File: config.mk
export PLATFORM = sky130hd
export DESIGN_NAME = usbdev_aon_wake_ctrl
export DESIGN_NICKNAME = d
export VERILOG_FILES = /design/src/rtl/usbdev_pkg.sv /design/src/rtl/usbdev_aon_wake_ctrl.sv
export SDC_FILE = /design/constraint.sdc
export NUM_CORES = 1
export LEC_CHECK = 0
export ABC_CLOCK_PERIOD_IN_PS = 2100
export CELL_PAD_IN_SITES_DETAIL_PLACEMENT = 2
export CELL_PAD_IN_SITES_GLOBAL_PLACEMENT = 2
export CORE_AREA = 2 2 62 64
export DETAILED_ROUTE_END_ITERATION = 12
export DIE_AREA = 0 0 64 66
export PLACE_DENSITY = 0.72
export SLEW_MARGIN = 30
export SYNTH_ARGS = -nofsm -noshare
export SYNTH_HDL_FRONTEND = slang
export SYNTH_SLANG_ARGS = --single-unit
export TNS_END_PERCENT = 1
File: constraint.sdc
create_clock -name clk_aon_i -period 2.1 [get_ports clk_aon_i]
set_clock_uncertainty 0.15 [all_clocks]
set_input_delay 0.42 -clock clk_aon_i [delete_from_list [all_inputs] [get_ports clk_aon_i]]
set_output_delay 0.42 -clock clk_aon_i [all_outputs]
set_load 0.005 [all_outputs]
File: src/rtl/usbdev_pkg.sv
// usbdev_pkg: shared state and reason-bit definitions for the usbdev AON wake controller
package usbdev_pkg;
  typedef enum logic [2:0] {
    AwcIdle    = 3'd0,
    AwcArm     = 3'd1,
    AwcMonitor = 3'd2,
    AwcWake    = 3'd3,
    AwcRelease = 3'd4
  } aon_wake_ctrl_state_e;
  localparam int AwcReasonNotIdle   = 0;
  localparam int AwcReasonReset     = 1;
  localparam int AwcReasonSenseLost = 2;
endpackage

File: src/rtl/usbdev_aon_wake_ctrl.sv
// usbdev_aon_wake_ctrl: sequences the AON wake detector handshake, latches wake reason, supervises timeouts.
//   clk_aon_i/rst_aon_i                      AON clock, async active-high reset
//   suspend_en_i, resume_ack_i, clr_err_i    synced AON register controls
//   wake_detect_active_i, wake_req_i,
//   bus_not_idle_i, bus_reset_i, sense_lost_i detector status and event flags
//   suspend_req_aon_o, wake_ack_aon_o        handshake to the detector
//   wake_irq_o, wake_reason_o, timeout_err_o status to software; state_o debug
module usbdev_aon_wake_ctrl
  import usbdev_pkg::*;
#(
  parameter int ArmTimeoutCycles     = 16,
  parameter int ReleaseTimeoutCycles = 16,
  parameter int HoldoffCycles        = 8
) (
  input  logic       clk_aon_i,
  input  logic       rst_aon_i,
  input  logic       suspend_en_i,
  input  logic       resume_ack_i,
  input  logic       clr_err_i,
  input  logic       wake_detect_active_i,
  input  logic       wake_req_i,
  input  logic       bus_not_idle_i,
  input  logic       bus_reset_i,
  input  logic       sense_lost_i,
  output logic       suspend_req_aon_o,
  output logic       wake_ack_aon_o,
  output logic       wake_irq_o,
  output logic [2:0] wake_reason_o,
  output logic       timeout_err_o,
  output logic [2:0] state_o
);
  localparam int MaxAh     = ArmTimeoutCycles > HoldoffCycles ? ArmTimeoutCycles : HoldoffCycles;
  localparam int MaxCycles = ReleaseTimeoutCycles > MaxAh ? ReleaseTimeoutCycles : MaxAh;
  localparam int CntW      = $clog2(MaxCycles) + 1;
  aon_wake_ctrl_state_e r_state, w_next;
  logic [CntW-1:0] r_cnt;
  logic            r_holdoff;
  logic            r_suspend_req, r_wake_ack, r_wake_irq, r_timeout_err;
  logic [2:0]      r_wake_reason;
  logic            w_timeout;
  logic [2:0]      w_flags;
  always_comb begin
    w_flags = '0;
    w_flags[AwcReasonNotIdle]   = bus_not_idle_i;
    w_flags[AwcReasonReset]     = bus_reset_i;
    w_flags[AwcReasonSenseLost] = sense_lost_i;
  end
  // r_holdoff is only set by leaving RELEASE, so the first arm after reset is not delayed
  always_comb begin
    w_next    = r_state;
    w_timeout = 1'b0;
    case (r_state)
      AwcIdle:
        if (suspend_en_i && (!r_holdoff || r_cnt >= CntW'(HoldoffCycles))) w_next = AwcArm;
      AwcArm:
        if (wake_detect_active_i) w_next = AwcMonitor;
        else if (!suspend_en_i) w_next = AwcRelease;
        else if (r_cnt == CntW'(ArmTimeoutCycles - 1)) begin
          w_next    = AwcRelease;
          w_timeout = 1'b1;
        end
      AwcMonitor:
        if (wake_req_i) w_next = AwcWake;
        else if (!suspend_en_i) w_next = AwcRelease;
      AwcWake:
        if (resume_ack_i) w_next = AwcRelease;
      AwcRelease:
        if (!wake_detect_active_i) w_next = AwcIdle;
        else if (r_cnt == CntW'(ReleaseTimeoutCycles - 1)) begin
          w_next    = AwcIdle;
          w_timeout = 1'b1;
        end
      default: w_next = AwcIdle;
    endcase
  end
  // outputs are registered from the next state so they line up with state_o
  always_ff @(posedge clk_aon_i or posedge rst_aon_i) begin
    if (rst_aon_i) begin
      r_state       <= AwcIdle;
      r_cnt         <= '0;
      r_holdoff     <= 1'b0;
      r_suspend_req <= 1'b0;
      r_wake_ack    <= 1'b0;
      r_wake_irq    <= 1'b0;
      r_wake_reason <= '0;
      r_timeout_err <= 1'b0;
    end else begin
      r_state       <= w_next;
      r_cnt         <= (w_next != r_state) ? '0 : (&r_cnt ? r_cnt : r_cnt + 1'b1);
      r_holdoff     <= (w_next == AwcIdle) && (r_holdoff || r_state == AwcRelease);
      r_suspend_req <= (w_next == AwcArm) || (w_next == AwcMonitor);
      r_wake_ack    <= w_next == AwcRelease;
      r_wake_irq    <= w_next == AwcWake;
      r_wake_reason <= (w_next == AwcArm && r_state != AwcArm) ? '0 :
                       (w_next == AwcWake) ? (r_wake_reason | w_flags) : r_wake_reason;
      r_timeout_err <= w_timeout | (r_timeout_err & ~clr_err_i);
    end
  end
  assign suspend_req_aon_o = r_suspend_req;
  assign wake_ack_aon_o    = r_wake_ack;
  assign wake_irq_o        = r_wake_irq;
  assign wake_reason_o     = r_wake_reason;
  assign timeout_err_o     = r_timeout_err;
  assign state_o           = r_state;
endmodule

==> flow_metrics.py <==
metrics = {
    "floorplanning": {
        "ios": 20,
        "dieArea_um2": 4220,
        "core_area_um2": 3550,
        "die_h_um": 66,
        "fp-row-count": 22,
        "start_util_pct": 26.8,
        "die_w_um": 64,
    },
    "setup_path": {
        "crit_required_ps": 2130,
        "endpoint_kind": "flip-flop",
        "cpMaxStageDelayCell": "dfrtp_1",
        "cpPeakStageDelay_ps": 410,
        "worstPathCellList": "ha_2, and3_4, ha_4, or3_4, and3_4, o31ai_4, a21oi_2",
        "cp_max_fo": 3,
        "arrival_ps": 2160,
        "cp_common_cell": "and3_4",
        "worstSetupPathType": "flip-flop to flip-flop",
        "critPathLaunchType": "flip-flop",
    },
    "final_layout": {
        "fin_area_um2": 1500,
        "seq_area_um2": 400,
        "area_growth_pct": 57.0,
        "drive_gt1_share_pct": 35.0,
        "n_antenna_cell": 0,
        "final_cells": 171,
        "final_nets": 139,
        "multi_input_area_um2": 692,
        "nFillCells": 364,
    },
    "clocking": {
        "root_buffer": "clkbuf_4",
        "cts_tree": "yes",
        "clk_latency_ps": 300,
        "cts_buffers": 3,
        "path_clk_slew_ps": 100,
        "cts_max_level": 1,
        "cts_sinks": 16,
        "holdBufCountCts": 0,
        "cts_buffer_depth": 2,
    },
    "placement": {
        "io_buffers": 19,
        "dp.cells": 167,
        "dp_hpwl_um": 2380,
        "gp_congestion": 0.871,
        "placedInstanceArea_um2": 1270,
    },
    "sta": {
        "min_period_ps": 2120,
        "grt_setup_unrepaired": "true",
        "max_freq_mhz": 471,
        "finalHoldViolations": 0,
        "slew_headroom_pct": 55.9,
        "drv_slew": 0,
        "worst_slack_ps": -24.1,
        "finalSetupViolCount": 3,
        "worst_slew_pin_slew_ps": 661,
        "period_share_pct": 101,
    },
    "outcome": {
        "outcome": "finished, violations left",
        "violations": "setup timing",
    },
    "grt": {
        "grt_overflow": 0,
        "track_usage_pct": 17.2,
        "grt_pass1_vias": 990,
        "antenna_found_initial": 0,
        "grt_pass1_wl_um": 5310,
        "grt_max_degree": 17,
    },
    "pwr": {
        "powerDensity_nw_per_um2": 1250,
        "leakage_uw": 0.000578,
        "ir_drop_v": 0.000596,
    },
    "drt": {
        "dr.first_iter.drc_count": 20,
        "ant_nets": 0,
        "wl_um": 3220,
        "drc": 0,
        "first_pass_iters": 2,
        "wl_per_cell_um": 18.8,
        "via_per_inst": 5.05,
        "num_vias": 864,
    },
    "hold_path": {
        "hold_class": "input pin to asynchronous set/reset pin",
    },
    "synthesis": {
        "syn_inst": 91,
        "synth.distinct_cells": 35,
        "synth_area_um2": 953,
        "syn_nets": 105,
        "yosys_warnings": 0,
        "seq_area_frac_synth_pct": 42.0,
        "syn_avg_cell_area_um2": 10.5,
        "synth-seq-cells": 16,
    },
    "run": {
        "maxCapViolCount": 0,
    },
}
-- worst max-delay path, delay by kind of cell, from the launching register on --
kind | cells | cell delay, ps
fa+ha+maj | 2 | 350
compound gates | 2 | 270
simple gates | 3 | 810
flops | 1 | 410
-- cell type report --
type,instances,share of cell area (%)
Multi-Input combinational cell,64,46.2
Clock buffer,3,1.51
Tap cell,48,4.01
Sequential cell,16,26.8
Timing Repair Buffer,32,19.5
Inverter,8,2.01
-- timing repair --
item	in CTS	in global routing
resized for setup	16	16
gates cloned	0	0
pin swaps	11	11
endpoints found under the setup margin	12	12
setup buffers	1	0
-- cell usage after synthesis --
| master | instances | area [um^2] |
|---|---|---|
| a21o_1 | 1 | 7.51 |
| a21oi_1 | 7 | 35.0 |
| a221oi_1 | 1 | 8.76 |
| a31oi_1 | 1 | 6.26 |
| a32oi_4 | 1 | 27.5 |
| a41oi_1 | 3 | 26.3 |
| and2_1 | 1 | 6.26 |
| and3_1 | 4 | 25.0 |
| buf_2 | 1 | 5.00 |
| buf_4 | 1 | 7.51 |
| buf_6 | 1 | 11.3 |
| dfrtp_1 | 16 | 400 |
| ha_1 | 4 | 50.1 |
| inv_1 | 8 | 30.0 |
| mux2i_1 | 1 | 10.0 |
| nand2_1 | 3 | 11.3 |
| nand2b_1 | 3 | 18.8 |
| nand3_1 | 1 | 5.00 |
| nand4b_1 | 1 | 8.76 |
| nor2_1 | 2 | 7.51 |
| nor2b_1 | 2 | 12.5 |
| nor3_1 | 1 | 5.00 |
| nor3_2 | 2 | 20.0 |
| nor3b_1 | 4 | 30.0 |
| nor4_1 | 5 | 31.3 |
| nor4b_4 | 1 | 23.8 |
| nor4bb_1 | 1 | 10.0 |
| o21ai_1 | 1 | 5.00 |
| o2bb2ai_1 | 2 | 17.5 |
| o31ai_1 | 3 | 22.5 |
| o32ai_1 | 1 | 8.76 |
| or3_1 | 2 | 12.5 |
| or3_4 | 1 | 11.3 |
| xnor2_1 | 2 | 17.5 |
| xor2_1 | 2 | 17.5 |
-- final timing paths --
path                       depth (start not counted)  slack, ps               end           from
setup / recovery                                   7        -20  wake_reason_o[2]       r_cnt[0]
hold / removal                                     2        350          r_cnt[4]      rst_aon_i
setup reg to reg                                   7        -20  wake_reason_o[2]       r_cnt[0]
hold reg to reg                                    2        380     timeout_err_o  timeout_err_o
max in group asynchronous                          2       1020    wake_ack_aon_o      rst_aon_i
min in group clk_aon_i                             2        380     timeout_err_o  timeout_err_o
-- state kept, by name (all words and copies together), names as in the netlist --
register	flops
r_cnt	5
r_holdoff	1
state_o	3
suspend_req_aon_o	1
timeout_err_o	1
wake_ack_aon_o	1
wake_irq_o	1
wake_reason_o	3
-- logic make-up after synthesis --
kind of cell,count (synthesis),share of synthesized area (%)
AND/OR/NAND/NOR,34,25.1
buffers and inverters,11,5.64
flip-flops,16,42.0
adder cells (fa/ha/maj),4,5.25
AO/OA/AOI/OAI,21,17.3
multiplexers,1,1.05
XOR/XNOR,4,3.68
-- through the flow --
stage	total power [uW]	hold slack (ps)	utilization (%)	TNS (ps)	setup slack, ps
2_1_floorplan	988	184	-	-24.3	-7.18
3_3_place_gp	1340	362	35.8	-733	-111
3_5_place_dp	1400	380	35.8	-1570	-169
4_1_cts	1690	375	39.0	-6.05	-6.05
5_1_grt	2000	389	42.1	-356	-64.1
6_report	1880	353	42.1	-43.8	-24.1
-- cell usage in the layout (no fill, tap or decap), types with 2 or more instances in the layout --
cell type and instances:
ha_1 2, dfrtp_1 16, nor2b_1 2, nand2b_1 2, a41oi_1 3, xor2_1 2, nor4_4 2, or3_4 2
nand2_1 3, buf_4 12, o31ai_4 2, nor2_1 2, and3_4 3, clkdlybuf4s50_1 19, inv_1 8, nor3b_1 4
a21oi_1 5, nor3_2 2, clkbuf_4 3, xnor2_1 2, nor4_2 2
-- per-layer routing --
layer  part of all wire (%)  vias up  global-route usage (%)
li1                       -      401                       -
met1                     42      443                    19.6
met2                     54       15                    31.9
met3                    2.2        5                    2.21
met4                    1.7        0                    7.34
met5                      0        -                       0
-- where the power goes --
group          internal (uW)  switching, uW  leakage (uW)
sequential               405            120      0.000215
combinational            556            622      0.000350
clock                   67.0            105     0.0000138
(Power assumes the default switching activity.)
